### config.mk
export PLATFORM = sky130hd
export DESIGN_NAME = ram16k_arbiter_flat
export DESIGN_NICKNAME = d
export VERILOG_FILES = /design/src/rtl/ram16k_arbiter_if.sv /design/src/rtl/ram16k_arbiter.sv /design/src/flat_wrapper.sv
export SDC_FILE = /design/constraint.sdc
export NUM_CORES = 1
export LEC_CHECK = 0
export BUFFER_PORTS_ARGS = -buffer_cell sky130_fd_sc_hd__buf_4
export CAP_MARGIN = 20
export CORE_AREA = 5 5 73 75
export CTS_BUF_LIST = sky130_fd_sc_hd__clkbuf_4
export DETAILED_ROUTE_END_ITERATION = 12
export DIE_AREA = 0 0 78 80
export PLACE_DENSITY_LB_ADDON = 0.2
export SETUP_SLACK_MARGIN = 0.02
export SYNTH_ARGS = -nofsm -noshare
export SYNTH_HDL_FRONTEND = slang
export SYNTH_SLANG_ARGS = --single-unit
### constraint.sdc
create_clock -name clk -period 1.74 [get_ports clk]
set_input_delay 0.348 -clock clk [delete_from_list [all_inputs] [get_ports clk]]
set_output_delay 0.348 -clock clk [all_outputs]
set_load 0.01 [all_outputs]
### src/rtl/ram16k_arbiter_if.sv
// Requester-side bus for the RAM arbiter: CPU and DMA request/grant/read-return.
// The arbiter takes the slave modport; requesters (or a bench) drive the master side.
interface ram16k_arbiter_if #(
    parameter int ADDR_W = 14,
    parameter int DATA_W = 16
);
    logic              cpu_req;
    logic              cpu_we;
    logic [ADDR_W-1:0] cpu_addr;
    logic [DATA_W-1:0] cpu_wdata;
    logic              cpu_gnt;
    logic              cpu_rvalid;
    logic [DATA_W-1:0] cpu_rdata;

    logic              dma_req;
    logic              dma_we;
    logic [ADDR_W-1:0] dma_addr;
    logic [DATA_W-1:0] dma_wdata;
    logic              dma_gnt;
    logic              dma_rvalid;
    logic [DATA_W-1:0] dma_rdata;

    modport master (
        output cpu_req, cpu_we, cpu_addr, cpu_wdata,
        input  cpu_gnt, cpu_rvalid, cpu_rdata,
        output dma_req, dma_we, dma_addr, dma_wdata,
        input  dma_gnt, dma_rvalid, dma_rdata
    );

    modport slave (
        input  cpu_req, cpu_we, cpu_addr, cpu_wdata,
        output cpu_gnt, cpu_rvalid, cpu_rdata,
        input  dma_req, dma_we, dma_addr, dma_wdata,
        output dma_gnt, dma_rvalid, dma_rdata
    );
endinterface

### src/rtl/ram16k_arbiter.sv
// Primary-port controller for the 16K x 16 data RAM: quantum-limited round-robin
// between CPU and DMA, plus a bulk-clear engine that overwrites every word.
module ram16k_arbiter #(
    parameter int              ADDR_W      = 14,
    parameter int              DATA_W      = 16,
    parameter int              QUANTUM     = 4,
    parameter logic [DATA_W-1:0] CLEAR_VALUE = '0
) (
    input  logic              clk,
    input  logic              reset_n,
    ram16k_arbiter_if.slave   bus,
    input  logic              clear_start,
    output logic              clear_busy,
    output logic              clear_done,
    output logic [ADDR_W-1:0] ram_address,
    output logic [DATA_W-1:0] ram_in_value,
    output logic              ram_load,
    input  logic [DATA_W-1:0] ram_out
);
    localparam int              RC_W = $clog2(QUANTUM + 1);
    localparam logic [RC_W-1:0] QMAX = RC_W'(QUANTUM);

    typedef enum logic {ARB, CLEAR} state_t;

    state_t            state, state_nxt;
    logic              owner;      // 0 = CPU, 1 = DMA
    logic [RC_W-1:0]   run_count;
    logic [ADDR_W-1:0] clr_addr;
    logic              rd_pend_cpu, rd_pend_dma;

    logic own_req, oth_req, win_vld, win, win_we, arb_en, accept;

    // Winner selection: the owner keeps the port until its quantum runs out,
    // but only yields if the other side is actually asking.
    always_comb begin
        own_req = owner ? bus.dma_req : bus.cpu_req;
        oth_req = owner ? bus.cpu_req : bus.dma_req;
        win_vld = 1'b0;
        win     = owner;
        if (own_req && run_count < QMAX) begin
            win_vld = 1'b1;
        end else if (oth_req) begin
            win_vld = 1'b1;
            win     = ~owner;
        end else if (own_req) begin
            win_vld = 1'b1;
        end
    end

    assign arb_en      = reset_n && (state == ARB) && !clear_start;
    assign accept      = arb_en && win_vld;
    assign win_we      = win ? bus.dma_we : bus.cpu_we;
    assign bus.cpu_gnt = accept && !win;
    assign bus.dma_gnt = accept && win;

    always_ff @(posedge clk) begin
        if (!reset_n) state <= ARB;
        else          state <= state_nxt;
    end

    always_comb begin
        state_nxt    = state;
        ram_address  = win_vld && win ? bus.dma_addr  : bus.cpu_addr;
        ram_in_value = win_vld && win ? bus.dma_wdata : bus.cpu_wdata;
        ram_load     = accept && win_we;
        case (state)
            ARB: begin
                if (clear_start) state_nxt = CLEAR;
            end
            CLEAR: begin
                ram_address  = clr_addr;
                ram_in_value = CLEAR_VALUE;
                ram_load     = reset_n;   // an aborting reset must not write
                if (clr_addr == '1) state_nxt = ARB;
            end
            default: state_nxt = ARB;
        endcase
    end

    always_ff @(posedge clk) begin
        if (!reset_n) begin
            owner       <= 1'b0;
            run_count   <= '0;
            clr_addr    <= '0;
            rd_pend_cpu <= 1'b0;
            rd_pend_dma <= 1'b0;
            clear_done  <= 1'b0;
        end else begin
            rd_pend_cpu <= accept && !win && !bus.cpu_we;
            rd_pend_dma <= accept &&  win && !bus.dma_we;
            clear_done  <= (state == CLEAR) && (state_nxt == ARB);
            if (state == ARB && clear_start) begin
                owner     <= 1'b0;
                run_count <= '0;
                clr_addr  <= '0;
            end else if (state == CLEAR) begin
                clr_addr <= clr_addr + 1'b1;
            end else if (accept) begin
                if (win == owner) begin
                    if (run_count < QMAX) run_count <= run_count + RC_W'(1);
                end else begin
                    owner     <= win;
                    run_count <= RC_W'(1);
                end
            end else begin
                run_count <= '0;
            end
        end
    end

    assign clear_busy     = (state == CLEAR);
    assign bus.cpu_rvalid = rd_pend_cpu;
    assign bus.dma_rvalid = rd_pend_dma;
    assign bus.cpu_rdata  = rd_pend_cpu ? ram_out : '0;
    assign bus.dma_rdata  = rd_pend_dma ? ram_out : '0;
endmodule

### src/flat_wrapper.sv
// flat-port wrapper written by rule: the top's interface ports become plain ports
module ram16k_arbiter_flat 
#(
    parameter int              ADDR_W      = 14,
    parameter int              DATA_W      = 16,
    parameter int              QUANTUM     = 4,
    parameter logic [DATA_W-1:0] CLEAR_VALUE = '0
)
  (clk, reset_n, clear_start, clear_busy, clear_done, ram_address, ram_in_value, ram_load, ram_out, bus_cpu_req, bus_cpu_we, bus_cpu_addr, bus_cpu_wdata, bus_cpu_gnt, bus_cpu_rvalid, bus_cpu_rdata, bus_dma_req, bus_dma_we, bus_dma_addr, bus_dma_wdata, bus_dma_gnt, bus_dma_rvalid, bus_dma_rdata);
  ram16k_arbiter_if #(.ADDR_W(ADDR_W), .DATA_W(DATA_W)) bus_i ();
  input  logic clk;
  input  logic reset_n;
  input  logic clear_start;
  output logic clear_busy;
  output logic clear_done;
  output logic [ADDR_W-1:0] ram_address;
  output logic [DATA_W-1:0] ram_in_value;
  output logic ram_load;
  input  logic [DATA_W-1:0] ram_out;
  input wire logic [$bits(bus_i.cpu_req)-1:0] bus_cpu_req;
  input wire logic [$bits(bus_i.cpu_we)-1:0] bus_cpu_we;
  input wire logic [$bits(bus_i.cpu_addr)-1:0] bus_cpu_addr;
  input wire logic [$bits(bus_i.cpu_wdata)-1:0] bus_cpu_wdata;
  output wire logic [$bits(bus_i.cpu_gnt)-1:0] bus_cpu_gnt;
  output wire logic [$bits(bus_i.cpu_rvalid)-1:0] bus_cpu_rvalid;
  output wire logic [$bits(bus_i.cpu_rdata)-1:0] bus_cpu_rdata;
  input wire logic [$bits(bus_i.dma_req)-1:0] bus_dma_req;
  input wire logic [$bits(bus_i.dma_we)-1:0] bus_dma_we;
  input wire logic [$bits(bus_i.dma_addr)-1:0] bus_dma_addr;
  input wire logic [$bits(bus_i.dma_wdata)-1:0] bus_dma_wdata;
  output wire logic [$bits(bus_i.dma_gnt)-1:0] bus_dma_gnt;
  output wire logic [$bits(bus_i.dma_rvalid)-1:0] bus_dma_rvalid;
  output wire logic [$bits(bus_i.dma_rdata)-1:0] bus_dma_rdata;
  assign bus_i.cpu_req = bus_cpu_req;
  assign bus_i.cpu_we = bus_cpu_we;
  assign bus_i.cpu_addr = bus_cpu_addr;
  assign bus_i.cpu_wdata = bus_cpu_wdata;
  assign bus_cpu_gnt = bus_i.cpu_gnt;
  assign bus_cpu_rvalid = bus_i.cpu_rvalid;
  assign bus_cpu_rdata = bus_i.cpu_rdata;
  assign bus_i.dma_req = bus_dma_req;
  assign bus_i.dma_we = bus_dma_we;
  assign bus_i.dma_addr = bus_dma_addr;
  assign bus_i.dma_wdata = bus_dma_wdata;
  assign bus_dma_gnt = bus_i.dma_gnt;
  assign bus_dma_rvalid = bus_i.dma_rvalid;
  assign bus_dma_rdata = bus_i.dma_rdata;
  ram16k_arbiter #(.ADDR_W(ADDR_W), .DATA_W(DATA_W), .QUANTUM(QUANTUM), .CLEAR_VALUE(CLEAR_VALUE)) u_core (.clk(clk), .reset_n(reset_n), .bus(bus_i), .clear_start(clear_start), .clear_busy(clear_busy), .clear_done(clear_done), .ram_address(ram_address), .ram_in_value(ram_in_value), .ram_load(ram_load), .ram_out(ram_out));
endmodule
==> results.txt <==
----------------------------------------------------
[Timing]
  Sum of negative setup slack ... -8250 ps
  Relative slew margins ... 71.6%
  Largest clock skew in the final design ... 8.20 ps
  Post-route setup slack ... -316 ps
  Final-report max-slew violation count ... 0
  Total of endpoints with negative setup slack in the final report ... 33
  Actual transition at the worst max-transition pin ... 425 ps
  Unrepaired setup endpoints after global routing ... yes
  Share of the cycle needed by the critical path after routing ... 118%
  Count of final hold-check violations ... 0
  Highest attainable clock frequency ... 486 MHz
  Clock period minus worst slack ... 2060 ps

[Place]
  Worst slack, placed ... -32.5 ps
  Post-detail-place hpwl ... 5170 µm
  Weighted congestion reported at the end of routability-driven placement ... 0.793
  Cell count after placement ... 467
  Number of buffers inserted by port buffering ... 151

[Global route]
  Most Used Layer, Global Route ... met2
  Antenna violations before repair ... 0
  First-pass GRT wire length ... 10700 µm
  M2 GR Usage ... 37.2%
  Largest net degree at the start of global routing ... 35
  Met1 track demand over resource in global routing ... 23.8%
  Number of global-route vias before repair ... 2307
  Met3 capacity usage during global routing ... 4.29%
  GRT Overall Usage ... 20.3%
  Final global-route overflow total ... 0

[Critical path]
  Worst Reg-to-Reg Cells ... 10
  Beginning of the critical path ... u_core.owner
  Minimum setup slack among reg-to-reg paths ... 30 ps
  CP endpoint kind ... output port
  Critical path data required time ... 1390 ps
  Arrival @ worst endpoint ... 1710 ps
  Worst setup path class ... flip-flop to output port
  Endpoint of the worst-slack reg-to-reg timing path ... u_core.bus.cpu_rvalid
  Reg2Reg Launch Point ... u_core.run_count[2]
  Highest fanout seen on the critical path ... 7
  Critical path startpoint category ... flip-flop

[Job]
  # Max-Cap Violations ... 0

[Power and ir drop]
  Standby leakage power ... 1.68 nW
  Sequential group share of total power ... 38.1%
  Switching power summed over all nets ... 0.414 mW
  Int Power ... 0.950 mW
  Relative contribution of combinational cells to total power ... 44.8%
  Clock Power Share ... 17.1%
  Power, Total ... 1.36 mW
  Worst-case vdd ir drop ... 0.270 mV
  Power per Cell Area ... 411 nW/µm²
  Switching portion of total power ... 30.3%

[Drt]
  Detailed-route DRC error count ... 0
  Number of detailed-routing iterations run before antenna repair ... 4
  First-iteration detailed-routing DRC count ... 125
  Detailed Route WL ... 6870 µm
  Count of antenna-violating nets left after detailed routing ... 0
  Via density per instance ... 4.97
  Count of vias placed by the detailed router ... 2394
  Average wire per cell in the routed design ... 14.3 µm

[Clock tree]
  Root buffer cell ... sky130_fd_sc_hd__clkbuf_4
  CTS tree ... yes
  Number of buffers between clock root and the deepest sink ... 2
  Latest clock arrival within the worst-skew pair ... 300 ps
  Clock slew at the register clock pins of the worst setup and hold paths ... 120 ps
  Max H-tree Level ... 1
  CTS sink cnt ... 22
  Total CTS buffers ... 3
  Hold-fix buffers, CTS ... 0

[Die]
  Ports placed on the boundary ... 152
  Die width ... 78 µm
  Die height ... 80 µm
  Core box area ... 4600 µm²
  Starting density of the core ... 39.0%
  Row cnt ... 25
  Die Footprint ... 6240 µm²

[Logic synthesis]
  Synthesis-stage register bit count ... 22
  Gate count after technology mapping ... 261
  Synthesized net count ... 346
  Netlist area before placement ... 1790 µm²
  Count of yosys warnings during synthesis ... 0
  Register area share after synthesis ... 24.6%
  Distinct cells, synth ... 34
  Per-instance average area after synthesis ... 6.86 µm²

[Finish]
  Util after Layout ... 72.1%
  Leading cell types in the layout, fill and taps excluded ... 165 x sky130_fd_sc_hd__buf_4, 54 x sky130_fd_sc_hd__nand2_1, 32 x sky130_fd_sc_hd__and2_1
  Most frequent standard cell in the layout excluding fill and tap cells ... sky130_fd_sc_hd__buf_4
  Diode insertion count for antenna repair ... 0
  Layout cells sized above 1 ... 46.0%
  Total Nets Final ... 514
  Area growth syn-to-layout ... 84.9%
  Number of standard cells in the final layout excluding fillers ... 482

[Hold path]
  End of the worst hold path ... u_core.bus.dma_rvalid
  Hold path cells ... 2
  Worst hold path startpoint ... bus_dma_we
  Hold crit path type ... primary input to flip-flop

[Status]
  Result of the run ... complete, but fails checks
  Violated checks ... negative setup slack

----------------------------------------------------
==> through the flow <==
stage                     hold WS [ps]  instance area (µm²)
after CTS                          187                 3290
after floorplan                    427                 1790
after global placement             452                 3070
after detailed placement           461                 3070
after global routing               174                 3310
final                              195                 3310
==> layer usage <==
metal	share of wire, %	routed length [µm]	up-vias
met1	39	2690	1059
li1	-	-	1223
met2	51	3530	104
met4	1.1	78	0
met5	0	0	-
met3	8.2	565	8
==> timing repair <==
item,4_1_cts,5_1_grt
gates resized for setup,23,15
gates cloned,2,0
setup endpoints to repair,33,34
pin swaps,7,4
setup buffers,8,2
==> logic make-up (layout without fill, tap and decap cells) <==
family	after synthesis	count (layout)	share of synthesized area [%]
and+or+nand+nor	136	136	37.5
adders and majority gates	2	2	1.40
AOI/OAI and AO/OA	54	54	17.0
DFF	22	22	24.6
buffers and inverters	19	186	4.82
muxes	15	15	8.38
xor gates and xnor gates	13	13	6.35
==> sequential cells by signal (all words and copies together), names as in the netlist <==
register	count
u_core.bus.cpu_rvalid	1
u_core.clear_busy	1
u_core.clr_addr	14
u_core.run_count	3
u_core.owner	1
u_core.clear_done	1
u_core.bus.dma_rvalid	1
==> synth_stat cells <==
master	count	area, µm²
sky130_fd_sc_hd__clkbuf_1	9	33.8
sky130_fd_sc_hd__ha_1	2	25.0
sky130_fd_sc_hd__nor2b_1	2	12.5
sky130_fd_sc_hd__and2b_1	1	7.51
sky130_fd_sc_hd__nor2_1	17	63.8
sky130_fd_sc_hd__or4b_1	1	10.0
sky130_fd_sc_hd__nand2_1	57	214
sky130_fd_sc_hd__o211ai_1	2	15.0
sky130_fd_sc_hd__xnor2_1	5	43.8
sky130_fd_sc_hd__a21boi_0	1	7.51
sky130_fd_sc_hd__or3_1	2	12.5
sky130_fd_sc_hd__and2_1	33	206
sky130_fd_sc_hd__and3_1	5	31.3
sky130_fd_sc_hd__a2111o_1	1	11.3
sky130_fd_sc_hd__nand3_1	3	15.0
sky130_fd_sc_hd__nand4_1	6	37.5
sky130_fd_sc_hd__inv_1	4	15.0
sky130_fd_sc_hd__o21ai_0	19	95.1
sky130_fd_sc_hd__nor3b_1	1	7.51
sky130_fd_sc_hd__nand2b_1	2	12.5
sky130_fd_sc_hd__dfxtp_1	22	440
sky130_fd_sc_hd__a21oi_1	22	110
sky130_fd_sc_hd__o21ai_1	2	10.0
sky130_fd_sc_hd__mux2i_1	15	150
sky130_fd_sc_hd__and4_1	3	26.3
sky130_fd_sc_hd__buf_2	3	15.0
sky130_fd_sc_hd__o21a_1	2	15.0
sky130_fd_sc_hd__nor3_1	3	15.0
sky130_fd_sc_hd__xor2_1	8	70.1
sky130_fd_sc_hd__o211a_1	1	10.0
sky130_fd_sc_hd__buf_4	3	22.5
sky130_fd_sc_hd__a31oi_1	1	6.26
sky130_fd_sc_hd__o2111a_1	1	11.3
sky130_fd_sc_hd__o22ai_1	2	12.5
==> power groups by stage <==
| stage | clock [mW] | combinational [mW] | sequential, mW |
|---|---|---|---|
| 5_1_grt | 0.265 | 0.660 | 0.522 |
| 4_1_cts | 0.240 | 0.601 | 0.521 |
| 3_5_place_dp | 0 | 0.538 | 0.532 |
| 3_3_place_gp | 0 | 0.527 | 0.531 |
| 6_report | 0.233 | 0.610 | 0.520 |
| 2_1_floorplan | 0 | 0.215 | 0.531 |
==> worst max-delay path: stages (launching register included) <==
cell                      delay [ps]
sky130_fd_sc_hd__dfxtp_2         360
sky130_fd_sc_hd__xor2_2          190
sky130_fd_sc_hd__o21ai_4         170
sky130_fd_sc_hd__buf_6           140
sky130_fd_sc_hd__buf_12          120
sky130_fd_sc_hd__mux2i_1         170
sky130_fd_sc_hd__o21ai_0          90
sky130_fd_sc_hd__buf_4           160
==> cell type report <==
type	count	area, µm²
repair buffers	178	1430
multi-input cells	220	1330
fillers	368	1280
flip-flops and latches	22	447
well taps	54	67.6
clock buffers	3	22.5
inverters	4	15.0
clock inverters	1	3.75
==> how the worst max path moves through the flow <==
stage	slack, ps	end
global route	-410	ram_address[6]
CTS	-330	ram_address[5]
detailed placement	-30	ram_load
global placement	-20	ram_load
finish	-320	ram_address[2]
floorplan	60	ram_load
Note: power is estimated with default switching activity, not from simulation.
